### config.mk
export PLATFORM = sky130hd
export DESIGN_NAME = mem_port_arbiter
export DESIGN_NICKNAME = d
export VERILOG_FILES = /design/src/rtl/mem_port_arbiter.sv
export SDC_FILE = /design/constraint.sdc
export NUM_CORES = 1
export LEC_CHECK = 0
export CAP_MARGIN = 20
export CORE_AREA = 2 2 105 107
export CTS_CLUSTER_DIAMETER = 30
export CTS_CLUSTER_SIZE = 28
export DETAILED_ROUTE_END_ITERATION = 6
export DIE_AREA = 0 0 107 109
export PLACE_DENSITY = 0.58
export SLEW_MARGIN = 40
export SYNTH_ARGS = -nofsm -noshare
export SYNTH_HDL_FRONTEND = slang
export SYNTH_SLANG_ARGS = --single-unit
### constraint.sdc
create_clock -name clk -period 2.1 [get_ports clk]
set_input_delay 0.42 -clock clk [delete_from_list [all_inputs] [get_ports clk]]
set_output_delay 0.42 -clock clk [all_outputs]
set_load 0.01 [all_outputs]
### src/rtl/mem_port_arbiter.sv
// rtl/mem_port_arbiter.sv - unified memory port arbiter for fetch and load/store requesters (optional ARB_ROUND_ROBIN_EN)
module mem_port_arbiter #(
   parameter int ADDR_W = 32,
   parameter int DATA_W = 32
) (
   input  logic                clk,
   input  logic                reset,
   input  logic                i_req,
   input  logic [ADDR_W-1:0]   i_addr,
   output logic                i_gnt,
   output logic                i_rvalid,
   output logic [DATA_W-1:0]   i_rdata,
   input  logic                d_req,
   input  logic [ADDR_W-1:0]   d_addr,
   input  logic [DATA_W/8-1:0] d_we,
   input  logic [DATA_W-1:0]   d_wdata,
   output logic                d_gnt,
   output logic                d_rvalid,
   output logic [DATA_W-1:0]   d_rdata,
   output logic                m_req,
   output logic [ADDR_W-1:0]   m_addr,
   output logic [DATA_W/8-1:0] m_we,
   output logic [DATA_W-1:0]   m_wdata,
   input  logic                m_rvalid,
   input  logic [DATA_W-1:0]   m_rdata,
   output logic                busy
);

   typedef enum logic {S_IDLE, S_WAIT} state_t;
   typedef enum logic {OWN_I, OWN_D} owner_t;

   state_t state, state_nx;
   owner_t owner, owner_nx;
   logic   resp;
   logic   issue;
   logic   pick_d;

`ifdef ARB_ROUND_ROBIN_EN
   owner_t last_grant;

   // Remember who won the most recent grant so a tie goes to the other side.
   always_ff @(posedge clk) begin
      if (reset) begin
         last_grant <= OWN_I;
      end else if (m_req) begin
         last_grant <= owner_nx;
      end
   end
`endif

   // State and owner registers; reset drops any outstanding transaction.
   always_ff @(posedge clk) begin
      if (reset) begin
         state <= S_IDLE;
         owner <= OWN_I;
      end else begin
         state <= state_nx;
         owner <= owner_nx;
      end
   end

   // Arbitration, request forwarding, response routing and next state.
   always_comb begin
      state_nx = state;
      owner_nx = owner;
      i_gnt    = 1'b0;
      d_gnt    = 1'b0;
      m_req    = 1'b0;
      m_addr   = '0;
      m_we     = '0;
      m_wdata  = '0;
      i_rvalid = 1'b0;
      d_rvalid = 1'b0;
      i_rdata  = '0;
      d_rdata  = '0;
      pick_d   = d_req;

      // A response only counts while a transaction is outstanding.
      resp  = (state == S_WAIT) && m_rvalid;
      // The port frees up on the response cycle, allowing back-to-back issue.
      issue = (state == S_IDLE) || resp;

      if (i_req && d_req) begin
`ifdef ARB_ROUND_ROBIN_EN
         pick_d = (last_grant == OWN_I);
`else
         // Load/store belongs to an older instruction, so it always wins.
         pick_d = 1'b1;
`endif
      end

      if (resp) begin
         if (owner == OWN_D) begin
            d_rvalid = 1'b1;
            d_rdata  = m_rdata;
         end else begin
            i_rvalid = 1'b1;
            i_rdata  = m_rdata;
         end
      end

      if (issue) begin
         if (i_req || d_req) begin
            m_req    = 1'b1;
            state_nx = S_WAIT;
            if (pick_d) begin
               d_gnt    = 1'b1;
               m_addr   = d_addr;
               m_we     = d_we;
               m_wdata  = d_wdata;
               owner_nx = OWN_D;
            end else begin
               i_gnt    = 1'b1;
               m_addr   = i_addr;
               owner_nx = OWN_I;
            end
         end else begin
            state_nx = S_IDLE;
         end
      end

      // Nothing handshakes while reset is held.
      if (reset) begin
         i_gnt    = 1'b0;
         d_gnt    = 1'b0;
         m_req    = 1'b0;
         i_rvalid = 1'b0;
         d_rvalid = 1'b0;
         i_rdata  = '0;
         d_rdata  = '0;
      end
   end

   assign busy = (state == S_WAIT);

endmodule

==> flow_metrics.env <==
export IMPL_status="complete, no violations"
export IMPL_fillers=1165
export IMPL_r2r_start="busy$_SDFFE_PP0P_"
export IMPL_yosysMostFrequentCell="and3_1"
export IMPL_slew_violations=0
export IMPL_cts_num_sinks=2
export IMPL_grt_pass1_vias=2445
export IMPL_route_vias_total=2629
export IMPL_multi_input_area_sq_um=1111
export IMPL_synth_cell_type_count=22
export IMPL_remaining_drc_errors=0
export IMPL_p_leak_nw=2.554
export IMPL_routedWlPerCell_um=14.48
export IMPL_path_clk_slew_ps=30
export IMPL_syn_inst=216
export IMPL_viasPerCell=4.213
export IMPL_fp_dieH_um=109
export IMPL_area_growth_pct=214.5
export IMPL_tns_ps=0
export IMPL_tightest_slew_ps=259.0
export IMPL_grt_start_max_net_pins=39
export IMPL_holdCritPathClass="register to register"
export IMPL_dpl_hpwl_mm=6.987
export IMPL_syn_area_per_cell_sq_um=6.279
export IMPL_crit_arrival_ps=1570
export IMPL_relSlewSlack=0.8257
export IMPL_drt_initial_drc_count=167
export IMPL_pin_count=275
export IMPL_ant_nets=0
export IMPL_critical_path_required_ps=1680
export IMPL_clock_skew_ps=3.788
export IMPL_clk_path_buf_depth=2
export IMPL_rsz0062_at_grt="false"
export IMPL_start_util=0.1279
export IMPL_power_uw=927.5
export IMPL_finalWeightedCongestion=0.7274
export IMPL_critical_path_class="input pin to output port"
export IMPL_hold_violations=0
export IMPL_io_buffers=274
export IMPL_coreArea_sq_um=10600
export IMPL_yosys_most_used_dff="dfxtp_1"
export IMPL_cts_buffers=3
export IMPL_power_density_nw_per_um2=217.5
export IMPL_globalRouteTotalUtil=0.1356
export IMPL_grt_overflow_total=0
export IMPL_final_nets=622
export IMPL_root_buffer="clkbuf_8"
export IMPL_antenna_found_initial=1
export IMPL_row_count=38
export IMPL_synth_common_cells="and3_1, nor2_1, a22oi_1"
export IMPL_clk_latency_ps=210
export IMPL_drive_above_1_share=0.07039
export IMPL_synth_area_leaders="and3_1, a22oi_1, nor2_1"
export IMPL_max_freq_ghz=0.5016
export IMPL_critPathCaptureType="output port"
export IMPL_die_width_um=107
export IMPL_seqCellArea_sq_um=40.04
export IMPL_drv_cap=0
export IMPL_crit_fanout=8
export IMPL_routed_wl_mm=9.034
export IMPL_period_minus_slack_ps=1993
export IMPL_setup_viol=0
export IMPL_startpoint="i_req"
export IMPL_crit_path_start_kind="input pin"
export IMPL_yosysTopAreaCell="and3_1"
export IMPL_min_period_over_period=0.9493
export IMPL_grt_pass1_wl_mm=12.72
export IMPL_synth_edff_count=0
export IMPL_netlist_area_sq_um=1356
export IMPL_synth_top_area_frac=0.4613
export IMPL_cts_htree_levels=1
export IMPL_ys_seq_area_frac=0.02952
export IMPL_ir_worst_vdd_v=0.0001562
export IMPL_dieArea_sq_um=11660
export IMPL_dr_pass1_iters=4
export IMPL_holdCritStartpoint="owner$_SDFFE_PP0P_"
export IMPL_syn_nets=353
export IMPL_cts_tree="yes"
export IMPL_ys_warnings_count=0
export IMPL_ys_async_sr_fraction=0
export IMPL_ys_ff_latch=2
==> state kept, by name, indices dropped and copies added, names as in the netlist <==
| register | flops |
|---|---|
| owner | 1 |
| busy | 1 |
==> power breakdown <==
group | switching [mW] | internal, mW
Combinational | 0.280 | 0.456
Clock | 0.0271 | 0.121
Sequential | 0.00312 | 0.0412
Total | 0.310 | 0.618
==> stage by stage <==
stage          hold WS [ps]  cell area [sq um]  std cells    util  setup slack (ps)
2_1_floorplan         451.7               1356        216       -             540.8
3_3_place_gp          464.7               4238        613  0.3997            -400.4
3_5_place_dp          475.4               4238        613  0.3997            -447.0
4_1_cts               479.2               4252        622  0.4010            -18.21
5_1_grt               518.6               4265        624  0.4023             8.549
6_report              472.1               4265        624  0.4023             106.5
==> routing by layer <==
metal | track usage | vias to the layer above | share of wire
li1 | - | 1325 | -
met1 | 0.1620 | 1157 | 0.40
met2 | 0.2443 | 143 | 0.50
met3 | 0.03467 | 4 | 0.094
met4 | 0.03061 | 0 | 0.0083
met5 | 0 | - | 0
==> worst max-delay path, stage by stage <==
cell and delay [ps]:
dlygate4sd2_1 240, nor2b_4 140, buf_4 150, buf_16 130, a22oi_1 150, nor2_1 60, dlygate4sd2_1 280
==> logic make-up after synthesis <==
kind of cell / count (synthesis) / share of synthesized area
AO/OA/AOI/OAI: 35 / 0.1863
AND/OR/NAND/NOR: 146 / 0.6181
flip-flops: 2 / 0.02952
buffers and inverters: 33 / 0.1660
==> cell type report <==
class / instances / area share
Clock buffer: 3 / 0.009680
Timing Repair Buffer: 296 / 0.6779
Tap cell: 140 / 0.04107
Inverter: 1 / 0.0008800
Sequential cell: 2 / 0.009387
Multi-Input combinational cell: 181 / 0.2605
Antenna cell: 1 / 0.0005867
==> repair_timing <==
| action | 4_1_cts | 5_1_grt |
|---|---|---|
| pin swaps | 1 | 0 |
| setup buffers | 2 | 1 |
| gates cloned | 4 | 0 |
| hold buffers | 0 | 0 |
| setup endpoints to repair | 137 | 43 |
| gates resized for setup | 148 | 4 |
==> layout by cell type, fill, tap and decap left out, types with 2 or more instances in the layout <==
master and n:
dlygate4sd2_1 136, clkdlybuf4s50_1 133, and3_1 100, nor2_1 33, a22oi_1 31, buf_4 12, buf_12 6, nor2b_4 3
a21oi_1 3, clkbuf_8 3, nand2_1 2, and2_1 2, dfxtp_1 2, buf_16 2, bufbuf_16 2, buf_2 2
==> path summary, 6_finish.rpt <==
kind                                           end  slack (ps)  cells past startpoint
worst max-delay path                    m_addr[11]         110                      7
worst min-delay path            owner$_SDFFE_PP0P_         470                      2
worst max register to register  owner$_SDFFE_PP0P_        1070                      5
worst min register to register  owner$_SDFFE_PP0P_         470                      2
Note: power is estimated with default switching activity, not from simulation.
